===== config.mk =====
export PLATFORM = sky130hd
export DESIGN_NAME = encoder_8to3_req
export DESIGN_NICKNAME = d
export VERILOG_FILES = /design/src/rtl/encoder_pkg.sv /design/src/rtl/encoder_8to3_req_prio_pick8.sv /design/src/rtl/encoder_8to3_req.sv
export SDC_FILE = /design/constraint.sdc
export NUM_CORES = 1
export LEC_CHECK = 0
export ABC_AREA = 1
export CORE_AREA = 10 10 47 49
export CTS_CLUSTER_SIZE = 10
export DETAILED_ROUTE_END_ITERATION = 8
export DIE_AREA = 0 0 57 59
export DONT_BUFFER_PORTS = 1
export PLACE_DENSITY = 0.64
export REMOVE_ABC_BUFFERS = 1
export SLEW_MARGIN = 30
export SYNTH_ARGS = -nofsm -noshare
export SYNTH_HDL_FRONTEND = slang
export SYNTH_SLANG_ARGS = --single-unit

===== constraint.sdc =====
create_clock -name clk -period 1.5 [get_ports clk]
set_input_delay 0.45 -clock clk [delete_from_list [all_inputs] [get_ports clk]]
set_output_delay 0.45 -clock clk [all_outputs]
set_load 0.01 [all_outputs]

===== src/rtl/encoder_pkg.sv =====
// ----------------------------------------------------------------------------
// encoder_pkg
// Shared constants for the 8-to-3 request encoder: request count, index width,
// FSM state encoding, selection policy codes and a one-hot helper.
// No ports (package).
// ----------------------------------------------------------------------------
package encoder_pkg;

    localparam int unsigned N_REQ = 8;
    localparam int unsigned IDX_W = 3;

    // FSM state encoding
    localparam logic [0:0] ST_IDLE    = 1'b0;
    localparam logic [0:0] ST_PRESENT = 1'b1;

    // Selection policy codes for PRIO_MODE
    localparam int PRIO_FIXED = 0;
    localparam int PRIO_RR    = 1;

    // Index to one-hot request mask
    function automatic logic [N_REQ-1:0] idx_to_onehot(input logic [IDX_W-1:0] idx);
        logic [N_REQ-1:0] one;
        one = '0;
        one[idx] = 1'b1;
        return one;
    endfunction

endpackage


===== src/rtl/encoder_8to3_req_prio_pick8.sv =====
// ----------------------------------------------------------------------------
// prio_pick8
// Combinational circular priority picker over 8 request bits. Scans
// start_i, start_i+1, ... (mod 8) and returns the first set index.
// Ports:
//   req_i   [7:0] request vector
//   start_i [2:0] index with highest priority for this scan
//   idx_o   [2:0] selected index (0 when nothing is found)
//   found_o       at least one request bit is set
// ----------------------------------------------------------------------------
module prio_pick8
    import encoder_pkg::*;
(
    input  logic [N_REQ-1:0] req_i,
    input  logic [IDX_W-1:0] start_i,
    output logic [IDX_W-1:0] idx_o,
    output logic             found_o
);

    logic [2*N_REQ-1:0] dbl;
    logic [N_REQ-1:0]   rot;
    logic [IDX_W-1:0]   off;

    always_comb begin
        // Rotate so that bit start_i lands at position 0; offset k then maps
        // back to index start_i + k with natural 3-bit wrap.
        dbl     = {req_i, req_i} >> start_i;
        rot     = dbl[N_REQ-1:0];
        off     = '0;
        found_o = 1'b0;
        // Downward scan so the lowest offset is the one left standing.
        for (int k = N_REQ - 1; k >= 0; k--) begin
            if (rot[k]) begin
                off     = IDX_W'(k);
                found_o = 1'b1;
            end
        end
        idx_o = found_o ? start_i + off : '0;
    end

endmodule


===== src/rtl/encoder_8to3_req.sv =====
// ----------------------------------------------------------------------------
// encoder_8to3_req
// Collects eight request lines into a pending register and presents them one
// at a time as a 3-bit index with a valid/ack handshake. Fixed priority
// (Y0 highest) or round-robin after the last granted index.
// Ports:
//   clk              rising-edge clock
//   rst              synchronous active-high reset
//   E                capture enable for Y0..Y7
//   Y0..Y7           request lines (level sampled every edge while E=1)
//   ack              consumer accepts the presented index (only while valid)
//   adr0..adr2       presented index, adr0 = LSB; held while valid=0
//   valid            adr holds a pending request index
//   any              OR of the pending register
//   ovf              one-cycle pulse: a request coalesced into a pending bit
// ----------------------------------------------------------------------------
module encoder_8to3_req
    import encoder_pkg::*;
#(
    parameter int PRIO_MODE = PRIO_FIXED
) (
    input  logic clk,
    input  logic rst,
    input  logic E,
    input  logic Y0,
    input  logic Y1,
    input  logic Y2,
    input  logic Y3,
    input  logic Y4,
    input  logic Y5,
    input  logic Y6,
    input  logic Y7,
    input  logic ack,
    output logic adr0,
    output logic adr1,
    output logic adr2,
    output logic valid,
    output logic any,
    output logic ovf
);

    logic [N_REQ-1:0] p_q, p_d;
    logic [0:0]       state_q, state_d;
    logic [IDX_W-1:0] adr_q, adr_d;
    logic [IDX_W-1:0] last_q, last_d;
    logic             ovf_q, ovf_d;

    logic [N_REQ-1:0] req_vec;
    logic [N_REQ-1:0] set_vec;
    logic [N_REQ-1:0] clr_vec;
    logic [N_REQ-1:0] p_sel;
    logic [IDX_W-1:0] start_idx;
    logic [IDX_W-1:0] pick_idx;
    logic             pick_found;
    logic             presenting;

    assign req_vec    = {Y7, Y6, Y5, Y4, Y3, Y2, Y1, Y0};
    assign presenting = (state_q == ST_PRESENT);

    // Capture and clear; set wins over clear for the same bit.
    always_comb begin
        set_vec = E ? req_vec : '0;
        clr_vec = (presenting && ack) ? idx_to_onehot(adr_q) : '0;
        p_sel   = p_q & ~clr_vec;
        p_d     = p_sel | set_vec;
        ovf_d   = |(set_vec & p_sel);
    end

    // Round-robin resumes just after the last grant; last resets to 7 so the
    // first scan starts at 0.
    assign start_idx = (PRIO_MODE == PRIO_RR) ? last_q + 3'd1 : '0;

    prio_pick8 u_pick (
        .req_i   (p_sel),
        .start_i (start_idx),
        .idx_o   (pick_idx),
        .found_o (pick_found)
    );

    always_comb begin
        state_d = state_q;
        adr_d   = adr_q;
        last_d  = last_q;
        unique case (state_q)
            ST_IDLE: begin
                if (pick_found) begin
                    state_d = ST_PRESENT;
                    adr_d   = pick_idx;
                    last_d  = pick_idx;
                end
            end
            ST_PRESENT: begin
                if (ack) begin
                    if (pick_found) begin
                        adr_d  = pick_idx;
                        last_d = pick_idx;
                    end else begin
                        state_d = ST_IDLE;
                    end
                end
            end
            default: state_d = ST_IDLE;
        endcase
    end

    always_ff @(posedge clk) begin
        if (rst) begin
            p_q     <= '0;
            state_q <= ST_IDLE;
            adr_q   <= '0;
            last_q  <= 3'd7;
            ovf_q   <= 1'b0;
        end else begin
            p_q     <= p_d;
            state_q <= state_d;
            adr_q   <= adr_d;
            last_q  <= last_d;
            ovf_q   <= ovf_d;
        end
    end

    assign adr0  = adr_q[0];
    assign adr1  = adr_q[1];
    assign adr2  = adr_q[2];
    assign valid = presenting;
    assign any   = |p_q;
    assign ovf   = ovf_q;

endmodule


## Yosys cells after proc, flatten, opt, wreduce, memory -nomap -nowiden

Cells that the tools add are included.
Widths: inputs -> output; s select.

| storage, ports and cells | value |
|---|---|
| flip-flop bits (word level) | 13 |
| bits in latches | 0 |
| RAM bits | 0 |
| ROM bits | 0 |
| input bits | 12 |
| output and inout port bits | 6 |
| word-level logic and storage cells | 42 |
| memories kept | 0 |

| operators by class | value |
|---|---|
| add/sub/neg operators | 0 |
| $mul | 0 |
| divide/modulo/power cells | 0 |
| magnitude comparators | 2 |
| equality and inequality tests | 1 |
| shift operators | 0 |
| multiplexer cells | 26 |
| bitwise logic cells | 5 |
| reduce and logical (&&, ||, !) cells | 4 |

Operator list:

| cell | count |
|---|---|
| $mux 3 | 10 |
| $and 8x8->8 | 2 |
| $mux 8 | 2 |
| $reduce_or 8->1 | 2 |
| $mux 1 | 11 |
| $not 8->8 | 1 |
| $or 8x8->8 | 1 |
| $pmux 3 s2 | 1 |
| $lt 3x4->1 const B | 1 |
| $demux 1 s3 | 1 |
| $ge 3x1->1 const B | 1 |
| $logic_and 1x1->1 | 2 |
| $ne 2x2->1 const B | 1 |
| $pmux 1 s2 | 1 |
| $not 1->1 | 1 |

## Longest topological paths before layout

Gate-level depths: netlist of run 1.

| logic depth | value |
|---|---|
| depth after elaboration | 18 |
| depth in mapped cells | 12 |
| gate-level depth less buffers | 12 |

## Cells and area by module

A second synthesis of run 1 with hierarchy kept.

| second synthesis, totals | value |
|---|---|
| cell total of the unflattened synthesis | 195 |
| area total of the unflattened synthesis | 1223.7 um^2 |

Modules (own cells, without submodules):

| module | times used | cells each | area each (um^2) | seq. area each (um^2) |
|---|---|---|---|---|
| encoder_8to3_req | 1 | 100 | 674.4 | 260.2 |
| prio_pick8 | 1 | 95 | 549.3 | 0.0 |

## Worst setup path before layout of run 1

No wires, ideal clock.

| timing path | value |
|---|---|
| path type | register to register |
| start point | register state_q (netlist: valid) |
| end point | register adr_q[0] |
| setup time | 0.121 ns |
| arrival | 1.272 ns |
| required time | 1.379 ns |
| slack | 0.108 ns |
| cell stages (with the launch flop) | 10 |
| buffers on the path | 0 |
| clock period less this slack | 1.392 ns |
| cell sequence | dfxtp_1 nand3_1 o21ai_2 nand2_2 nor2_4 nand2_2 o21ai_2 nand2_1 nand2_1 a21oi_1 |

| between the ends | value |
|---|---|
| word-level cells in the longest chain between the ends | 15 |
| elaborated cells on any way between the ends | 25 |
| classes of those cells | eq/ne (1); mux (20); bitwise (3); reduce/logical (1) |

RTL lines:

| item | line | RTL |
|---|---|---|
| from (decl) | encoder_8to3_req.sv:43 | `logic [0:0] state_q, state_d;` |
| from (signal assigned) | encoder_8to3_req.sv:115 | `state_q <= state_d;` |
| $logic_and 1x1->1 | encoder_8to3_req.sv:63 | `clr_vec = (presenting && ack) ? idx_to_onehot(adr_q) : '0;` |
| $mux 8 | encoder_8to3_req.sv:63 |  |
| $not 8->8 | encoder_8to3_req.sv:64 | `p_sel = p_q & ~clr_vec;` |
| $and 8x8->8 | encoder_8to3_req.sv:64 |  |
| $mux 3 / $mux 1 (equally long branches) (8 in a row) | encoder_8to3_req_prio_pick8.sv:33 | `if (rot[k]) begin` |
| $mux 3 | encoder_8to3_req.sv:86, encoder_8to3_req.sv:94 |  |
| $mux 3 | encoder_8to3_req.sv:93 | `if (ack) begin` |
| $pmux 3 s2 | encoder_8to3_req.sv:84 | `unique case (state_q)` |
| to (signal assigned) | encoder_8to3_req.sv:116 | `adr_q <= adr_d;` |
| to (decl) | encoder_8to3_req.sv:44 | `logic [IDX_W-1:0] adr_q, adr_d;` |

Several ways; a longest one is shown, not always the timed one. The select of a mux whose other input is x is not followed.
A chain may end at the register's enable or synchronous reset.

## Worst setup path after layout of run 1

| timing path | value |
|---|---|
| start point | register p_q[7] |
| end point | output any |

| between the ends | value |
|---|---|
| word-level cells in the longest chain between the ends | 1 |

RTL lines:

| item | line | RTL |
|---|---|---|
| from (decl) | encoder_8to3_req.sv:42 | `logic [N_REQ-1:0] p_q, p_d;` |
| from (signal assigned) | encoder_8to3_req.sv:114 | `p_q <= p_d;` |
| $reduce_or 8->1 | encoder_8to3_req.sv:126 | `assign any = \|p_q;` |
| to (decl) | encoder_8to3_req.sv:38 | `output logic any,` |

No other way between the ends.

==> impl_metrics.tcl, run 1 <==
set metrics [dict create \
    dr.pass1.iters 4 \
    global_route.usage.met1_pct 10.6 \
    vias 692 \
    drive_above_1_share_pct 38.2 \
    worstSkewPairLatency_ps 270 \
    crit_path_end_kind "output pin" \
    finalNetCount 123 \
    hpwl_mm 1.32 \
    grt_antenna_before_repair 0 \
    min_period_ps 1470 \
    p_seq_share_pct 47.6 \
    finalClockSkew_ps 1.62 \
    cts.clk_slew.worst_paths_ps 80 \
    htreeDepth 1 \
    synth_commonest_cells "nand2_1 (26), dfxtp_1 (13), a21oi_1 (11), nor2_1 (9)" \
    max_slew_margin_pct 83.0 \
    p_per_area_mw_per_mm2 1010 \
    slew_viol_final 0 \
    via_per_inst 5.49 \
    period_share_pct 97.7 \
    critPathTopFamily "simple AND/OR/NAND/NOR gates" \
    synth_area_um2 691 \
    p_int_mw 0.595 \
    met3_usage_pct 4.29 \
    start_util_pct 49.3 \
    post-route-drc-count 0 \
    drt_iter0_markers 9 \
    area_growth_syn_to_layout_pct 28.1 \
    hold_buffers 0 \
    cts_root_buffer "clkbuf_4" \
    ys_warn_count 0 \
    critPathSlowestCell "dfxtp_2" \
    grt_pass1_wl_mm 2.68 \
    post-route-util_pct 63.1 \
    yosysSeqAreaShare_pct 37.7 \
    synthCells 96 \
    cp_num_buf_inv 0 \
    rsz0062_at_grt "true" \
    hold_viol_final 0 \
    criticalPathCategory "register to output pin" \
    fmax_ghz 0.683 \
    num-fill-cells 125 \
    std_cell_rows 14 \
    routed_wl_mm 1.72 \
    cp_cell_sequence "nor4_4 > nand2_2" \
    setup_viol 0 \
    die_h_um 59 \
    avgRoutedWirePerCell_um 13.6 \
    cts.sinks 13 \
    synth.most_common_cell "nand2_1" \
    cts_tree "built" \
    cap_violations 0 \
    ys_ff_latch 13 \
    multiInputGateArea_um2 449 \
    ir_drop_mv 0.621 \
    netSwitchingPower_mw 0.294 \
    p_sw_share_pct 33.1 \
    p_leak_nw 0.386 \
    synth.distinct_cells 19 \
    clkPwrFrac_pct 24.4 \
    synthDominantAreaCellType "dfxtp_1" \
    stdcell_count 126 \
    dp.cells 121 \
    die_w_um 57 \
    crit_required_ps 1050 \
    portBuffers 0 \
    synth_flop_cell "dfxtp_1" \
    pre_cts_ws_ps 41.1 \
    finalSetupTns_ps 0 \
    async_flop_share_pct 0 \
    grt_use_met2_pct 15.7 \
    status "finished clean" \
    syn_area_per_cell_um2 7.19 \
    grt_start_max_net_pins 11 \
    synth_edf_count 0 \
    grt_overflow_total 0 \
    antenna_left 0 \
    max_stage_delay_ps 350 \
    track_usage_pct 9.71 \
    register_area_um2 269 \
    io_pins 18 \
    dieArea_mm2 0.00336 \
    antenna_cells 0 \
    cts_buffers 3 \
    cts_buffer_depth 2 \
    hold_class "input pin to register" \
    p_comb_share_pct 28.0 \
    place_congestion 0.807 \
    cp-start-kind "register" \
    arrival_ps 1020 \
    busiest_layer "met2" \
    core_area_mm2 0.00140 \
    synth_top_area_share_pct 37.7 \
    setup_ws_ps 35.0 \
    synth_area_leaders "dfxtp_1 (38%), nand2_1 (14%), o21ai_2 (10%)" \
    path_max_fanout 3 \
    grt_pass1_vias 614 \
    tightest_slew_ps 254 \
]
[registers in the layout, summed over array words and instances, names as in the netlist]
| register | count |
|---|---|
| adr_q | 3 |
| ovf | 1 |
| p_q | 8 |
| valid | 1 |
[cell families after synthesis]
kind of cell	after synthesis	synth area share, %
AO/OA/AOI/OAI	28	26.3
buffers and inverters	10	5.43
flip-flops	13	37.7
AND/OR/NAND/NOR	45	30.6
[metal layers]
metal	wire (um)	vias up
li1	-	352
met1	717	318
met2	825	20
met3	157	2
met4	14	0
met5	0	-
[worst paths after layout]
kind / cells after the start / slack (ps) / start / end
setup reg to reg: 11 / 140 / valid / adr_q[0]
setup / recovery: 2 / 30 / p_q[7] / any
hold / removal: 1 / 230 / rst / p_q[7]
hold reg to reg: 2 / 550 / p_q[6] / p_q[6]
[repair_timing]
action                     CTS  global route
setup buffers                0             1
pin swaps                    0             3
setup endpoints to repair    1             4
gates resized for setup      1            16
[cells in the final DEF, fill, tap and decap left out, drive strengths merged, types with 2 or more instances in the layout]
master and count:
o21ai 11, inv 8, o22ai 4, a21oi 11, nand3 2, dfxtp 13
nor2 11, nor4 2, nand2 30, clkbuf 4, buf 12
[layout make-up]
class / instances / share of cell area [%]
sequential: 13 / 30.4
multi-input combinational: 73 / 50.8
inverter: 8 / 3.39
clock buffer: 4 / 2.97
tap: 16 / 2.26
timing repair buffer: 12 / 10.2
[stage by stage]
stage          power [mW]  cell area [um^2]  hold slack, ps
3_5_place_dp        0.644               786             522
5_1_grt             0.949               885             215
2_1_floorplan       0.570               683             473
6_report            0.889               885             233
3_3_place_gp        0.642               786             521
4_1_cts             0.864               818             226
[power by group through the flow]
stage          registers (mW)  logic [mW]  clock network, mW
6_report                0.423       0.249              0.217
5_1_grt                 0.427       0.279              0.243
4_1_cts                 0.409       0.231              0.224
3_5_place_dp            0.415       0.229                  0
3_3_place_gp            0.415       0.227                  0
2_1_floorplan           0.417       0.153                  0
(Power assumes the default switching activity.)
==> run 2: changes to the inputs <==
CORE_AREA = 2 2 39 41   (was 10 10 47 49)
DIE_AREA = 0 0 41 43   (was 0 0 57 59)
SLEW_MARGIN = 20   (was 30)
==> impl_metrics.tcl, run 2 (synthesis results as in run 1) <==
set metrics [dict create \
    antenna_left 0 \
    largestRegisters "p_q: 8 flops, adr_q: 3 flops" \
    period_share_pct 99.0 \
    top_register "p_q" \
    finalSetupTns_ps 0 \
    dr.pass1.iters 4 \
    slew_viol_final 0 \
    die_h_um 43 \
    setup_viol 0 \
    hpwl_mm 1.23 \
    final_common_cell "nand2_1" \
    crit_path_end_kind "output pin" \
    cts_tree "built" \
    register_area_um2 274 \
    cts_buffer_depth 2 \
    drive_above_1_share_pct 37.0 \
    cp-start-kind "register" \
    hold_viol_final 0 \
    multiInputGateArea_um2 448 \
    die_w_um 41 \
    fmax_ghz 0.674 \
    htreeDepth 1 \
    p_leak_nw 0.380 \
    arrival_ps 1030 \
    grt_overflow_total 0 \
    mostFrequentLayoutCells "nand2_1 (24), a21oi_1 (11), buf_4 (10), nor2_1 (9), inv_1 (8)" \
    stdcell_count 124 \
    cts_root_buffer "clkbuf_4" \
    cap_violations 0 \
    avgRoutedWirePerCell_um 12.7 \
    dieArea_mm2 0.00176 \
    std_cell_rows 14 \
    track_usage_pct 20.7 \
    area_growth_syn_to_layout_pct 26.4 \
    finalClockSkew_ps 9.09 \
    grt_antenna_before_repair 0 \
    via_per_inst 5.47 \
    path_max_fanout 3 \
    postCtsSetupRepairBufs 0 \
    routed_wl_mm 1.58 \
    status "finished clean" \
    largest_reg_flops 8 \
    num-fill-cells 126 \
    io_pins 18 \
    place_congestion 0.786 \
    fin_total_pwr_mw 0.886 \
    cts.clk_slew.worst_paths_ps 90 \
    cts_buffers 3 \
    tightest_slew_ps 224 \
    ir_drop_mv 0.526 \
    min_period_ps 1480 \
    grt_start_max_net_pins 11 \
    worstSkewPairLatency_ps 280 \
    dp.cells 120 \
    rsz0062_at_grt "true" \
    crit_required_ps 1050 \
    drt_iter0_markers 5 \
    criticalPathCategory "register to output pin" \
    antenna_cells 0 \
    p_per_area_mw_per_mm2 1010 \
    post-route-drc-count 0 \
    max_slew_margin_pct 84.9 \
    start_util_pct 49.9 \
    hold_class "input pin to register" \
    grt_pass1_vias 596 \
    grt_pass1_wl_mm 2.44 \
    portBuffers 0 \
    finalNetCount 121 \
    core_area_mm2 0.00138 \
    cts.sinks 13 \
    vias 678 \
]
==> run 2: area by class of cell <==
type | count | share of cell area (%)
Multi-Input combinational cell | 73 | 51.3
Sequential cell | 13 | 31.4
Timing Repair Buffer | 10 | 8.60
Inverter | 8 | 3.44
Clock buffer | 4 | 3.01
Tap cell | 16 | 2.29
==> run 2: critical path, cell delays in order, from the launching register on <==
cell	delay, ps
dfxtp_2	350
nor4_4	290
nand2_2	100
==> run 2: power by group <==
part           internal, mW  total [mW]  switching, mW
clock                 0.103       0.222          0.118
combinational         0.105       0.237          0.132
sequential            0.382       0.427         0.0456
total                 0.590       0.886          0.296
==> run 2: worst paths after layout <==
check,cells after the start,slack [ps],startpoint,end
hold / removal,1,220,rst,p_q[5]
setup reg to reg,10,130,adr_q[2],adr_q[0]
hold reg to reg,2,560,p_q[6],p_q[6]
setup / recovery,2,20,p_q[7],any
==> run 2: layer usage <==
layer  GRT usage [%]  routed length (um)
met1            24.8                 684
met2            33.4                 788
met3            4.19                  73
met4            10.0                  31
met5               0                   0
==> run 2: metrics by stage <==
stage / setup WS (ps) / cell area, um^2 / utilization [%] / hold WS, ps
after detailed placement: 36.2 / 778 / 56.2 / 522
after floorplan: 110 / 683 / - / 473
after global placement: 55.0 / 778 / 56.2 / 520
after CTS: 15.8 / 811 / 58.6 / 221
final: 15.7 / 873 / 63.1 / 218
after global routing: -10.1 / 873 / 63.1 / 217
==> run 2: timing repair <==
item	in CTS	in global routing
pin swaps	0	4
hold buffers	0	0
gates resized for setup	1	17
cloned	0	0
endpoints found under the setup margin	1	5
==> run 3: changes to the inputs <==
CAP_MARGIN = 15   (was default)
==> results of run 3 <==
Same layout as run 2: the final DEF is identical, and so are final timing and power.
==> variant 1 (config.mk and constraints of run 1) <==
Take the reset off `p_q` and load it in a clocked block of its own.
--- a/src/rtl/encoder_8to3_req.sv
+++ b/src/rtl/encoder_8to3_req.sv
@@ -105,18 +105,20 @@
 
     always_ff @(posedge clk) begin
         if (rst) begin
-            p_q     <= '0;
             state_q <= ST_IDLE;
             adr_q   <= '0;
             last_q  <= 3'd7;
             ovf_q   <= 1'b0;
         end else begin
-            p_q     <= p_d;
             state_q <= state_d;
             adr_q   <= adr_d;
             last_q  <= last_d;
             ovf_q   <= ovf_d;
         end
+    end
+
+    always_ff @(posedge clk) begin
+        p_q <= p_d;
     end
 
     assign adr0  = adr_q[0];
Check against the original RTL: not equivalent (Yosys sat finds a counterexample within 4 cycles, from zero or initial values and one cycle with rst high).
==> variant 1 against run 1 <==
  * Cell area is 6.1% higher
  * Worst setup slack got worse by 0.047 ns
  * Largest power group unchanged
  * Power shrank 12%
  * Largest cell class unchanged
  * The run now ends with negative setup slack left
  * Count of clock-buffer cells in the layout is the same
  * Routed wire length is 7.5% higher
  * Register-to-register slack worse by 0.09 ns
  * Sequential cell count is the same
  * Area after synthesis rose by 1.6%
==> variant 1: results (changes against run 1) <==
Outcome
  • Status: finished with violations (was finished clean)
  • Failing checks: negative setup slack

Min path
  • Hold crit path type: in2reg (unchanged)

Yosys
  • Synth top area cells: dfxtp_1, nand2_1, o21ai_2 (unchanged)
  • Synth unique cells: 21 (was 19)
  • Yosys warns: 0 (unchanged)
  • Commonest cells in the netlist: nand2_1, inv_1, dfxtp_1 (was nand2_1, dfxtp_1, a21oi_1)
  • Fraction of registers with async set/reset: 0 (unchanged)
  • Sequential fraction of the synthesis area: 0.371 (was 0.377)

Timing
  • Slew Viols, Final: 0 (unchanged)
  • Final worst setup slack: -0.0116 ns (was 0.0350 ns)
  • Final setup TNS: -0.0116 ns (was 0 ns)
  • Clk_skew: 0.000784 ns (was 0.00162 ns)
  • Least-Margin Pin Slew: 0.263 ns (was 0.254 ns)
  • Final setup fails: 1 (was 0)

Setup path
  • Crit path arrival time: 1.06 ns (was 1.02 ns)
  • Crit path max fanout: 2 (was 3)
  • CP max-delay cell: dfxtp_4 (was dfxtp_2)
  • Max incr delay on CP: 0.36 ns

Route
  • 1st-pass router iterations: 4 (unchanged)
  • Final wirelength: 1840 um (was 1720 um)
  • Via density: 5.24 (was 5.49)

Placed design
  • Hpwl dp: 1350 um (was 1320 um)
  • GP Congestion: 0.806 (was 0.807)
  • Placed inst area: 782 um^2 (was 786 um^2)

Global routing
  • GRT Overall Usage: 0.103 (was 0.0971)
  • Initial antenna violation count: 0 (unchanged)
  • Number of global-route vias before repair: 663 (was 614)
  • Largest net degree at the start of global routing: 9 (was 11)
  • First-pass GRT wire length: 2850 um (was 2680 um)

Power
  • Maximum VDD drop: 492 uV (was 621 uV)
  • LEAKAGE: 0.410 nW (was 0.386 nW)

Finish
  • Fin nets: 130 (was 123)
  • ANT cells: 0 (unchanged)
  • Proportion of layout cells with a drive suffix above 1: 0.393 (was 0.382)

CTS
  • Clock transition at path regs: 0.08 ns (about the same)
[variant 1: cell types whose count changed in the layout (fill, tap and decap cells not counted), sizes merged, moves of 2 or more]
| cell | run 1 | this run |
|---|---|---|
| buf | 12 | 15 |
| nor3 | 0 | 6 |
| nor2 | 11 | 9 |
| a21oi | 11 | 2 |
| o21ai | 11 | 14 |
| o22ai | 4 | 2 |
| inv | 8 | 15 |
[variant 1: cell families after synthesis]
logic type,Yosys count,synth area share
buf+inv,15,0.0802
simple gates,50,0.335
compound gates,20,0.214
flops,13,0.371
[variant 1: path summary, 6_finish.rpt]
path,depth (start not counted),slack [ns],to,start
max,2,-0.01,any,p_q[2]$_DFF_P_
min reg2reg,3,0.62,p_q[3]$_DFF_P_,p_q[3]$_DFF_P_
max reg2reg,10,0.05,adr_q[1]$_SDFFE_PP0P_,adr_q[0]$_SDFFE_PP0P_
min,1,0.23,ovf$_SDFF_PP0_,rst
[variant 1: what timing repair did]
item | 4_1_cts | 5_1_grt
pin swaps | 1 | 8
buffers inserted | 1 | 6
endpoints found under the setup margin | 2 | 4
gates resized for setup | 4 | 16
[variant 1: layout make-up]
class / count / area (um^2)
inverter: 15 / 56.3
fill: 118 / 463
clock buffer: 4 / 26.3
tap: 16 / 20.0
multi-input combinational: 70 / 449
timing repair buffer: 15 / 113
sequential: 13 / 274
[variant 1: report_power, final]
group | leakage (nW) | internal [W] | total [W] | switching, W
Clock | 0.0150 | 0.000103 | 0.000216 | 0.000113
Sequential | 0.107 | 0.000367 | 0.000396 | 0.0000293
Combinational | 0.288 | 0.0000750 | 0.000167 | 0.0000917
Total | 0.410 | 0.000545 | 0.000779 | 0.000234
[variant 1: layer usage]
layer	share of wire	global-route usage
met5	0	0
met4	0.0081	0.0470
met3	0.050	0.0279
met2	0.51	0.180
met1	0.43	0.113
[variant 1: stage by stage]
stage / hold slack, ns / setup WS (ns) / instances / power, W / util
6_report: 0.233 / -0.0116 / 133 / 0.000779 / 0.670
5_1_grt: 0.229 / -0.0744 / 133 / 0.000820 / 0.670
4_1_cts: 0.231 / 0.00231 / 127 / 0.000760 / 0.594
3_5_place_dp: 0.501 / 0.00776 / 122 / 0.000540 / 0.558
3_3_place_gp: 0.491 / 0.0365 / 122 / 0.000539 / 0.558
2_1_floorplan: 0.465 / 0.0777 / 98 / 0.000491 / -
[variant 1: worst max-delay path: cells and delay by family, from the launching register on]
family | cells | cell delay, ns
flops | 1 | 0.36
simple gates | 2 | 0.43
==> variant 2 (config.mk and constraints of run 1) <==
Made on the original files. Set the package constant `IDX_W` to 4 (it was 3).
--- a/src/rtl/encoder_pkg.sv
+++ b/src/rtl/encoder_pkg.sv
@@ -7,7 +7,7 @@
 package encoder_pkg;
 
     localparam int unsigned N_REQ = 8;
-    localparam int unsigned IDX_W = 3;
+    localparam int unsigned IDX_W = 4;
 
     // FSM state encoding
     localparam logic [0:0] ST_IDLE    = 1'b0;
Behaviour: no difference found for any inputs over 10 cycles, from zero or initial values and one cycle with rst high; that may be too few to reach the edited logic, so the function may still have changed.
==> variant 2 against run 1 <==
  * Non-clock buffer count increased by 1
  * Sequential cell count unchanged
  * Cell count increased by 1.6%
  * Power decreased by 0.72%
  * Via count decreased by 0.58%
  * Area after synthesis decreased by 2.5%
  * Cell area decreased by 2.3%
  * Combinational power decreased by 5%
  * Hold slack got worse by 0.018 ns
  * Worst setup slack got worse by 0.015 ns
  * Synthesized cell count increased by 1.0%
  * Routed wire length decreased by 3.3%
  * Critical path type unchanged
  * Largest cell class unchanged
  * Highest routed layer unchanged
==> variant 2: results (changes against run 1) <==
Route
  • Final wirelength: 1660 um (was 1720 um)
  • Via density: 5.38 (was 5.49)

Finish
  • Area growth, synth to finish: 28.4% (was 28.1%)
  • Non-clock buffer share: 0.113 (was 0.102)
  • Fill cells: 147 (was 125)
  • Proportion of layout cells with a drive suffix above 1: 0.366 (was 0.382)
  • Post-route insts no fill: 128 (was 126)
  • Sequential cell area share: 0.313 (was 0.304)

Placed design
  • GP Congestion: 0.813 (was 0.807)
  • Dpl cells: 123 (was 121)
  • Place WS: -0.0282 ns (was 0.0411 ns)
  • Placed inst area: 776 um^2 (was 786 um^2)

Timing
  • Worst hold slack: 0.215 ns (was 0.233 ns)
  • Least-Margin Pin Slew: 0.225 ns (was 0.254 ns)
  • Final period utilization: 0.987 (was 0.977)

Power
  • Sw Share: 0.330 (was 0.331)
  • Gate power share: 0.268 (was 0.280)
  • Seq pwr share: 0.477 (was 0.476)
  • Maximum VDD drop: 640 uV (was 621 uV)
  • LEAKAGE: 0.396 nW (was 0.386 nW)

Global routing
  • GR Util met2: 0.152 (was 0.157)
  • Met1 Use GR: 0.126 (was 0.106)
  • Number of global-route vias before repair: 648 (was 614)

Outcome
  • Status: finished clean (unchanged)

Yosys
  • Commonest cells in the netlist: nand2_1, dfxtp_1, nor2_1 (was nand2_1, dfxtp_1, a21oi_1)
  • Sequential fraction of the synthesis area: 0.387 (was 0.377)
  • Synth Area in Compound Gates: 0.260 (was 0.263)

Setup path
  • Reg2Reg Depth: 9 (was 11)
-- variant 2: changes by cell type in the layout (fill, tap and decap cells not counted), moves of 2 or more --
cell     before  now
a21oi_1      11    9
nand2_1      23   28
nand2_2       6    3
nor2_4        2    0
o21ai_1       2    0
-- variant 2: cells by family (layout without fill, tap and decap cells) --
group / count (synthesis) / after routing
flops: 13 / 13
simple gates: 46 / 46
compound gates: 26 / 26
buf+inv: 12 / 27
-- variant 2: routing by layer --
metal | vias to the layer above | routed length, um | share of wire
met4 | 0 | 28 | 0.017
met1 | 306 | 741 | 0.45
met5 | - | 0 | 0
met3 | 3 | 160 | 0.096
met2 | 27 | 728 | 0.44
li1 | 352 | - | -
-- variant 2: worst max-delay path, cell delays in order, from the launching register on --
cell     delay, ns
dfxtp_2       0.36
nor4_4        0.28
nand2_2       0.11
-- variant 2: what timing repair did --
action,CTS,global route
setup buffers,0,1
gates resized for setup,2,13
endpoints found under the setup margin,2,4
pin swaps,1,4
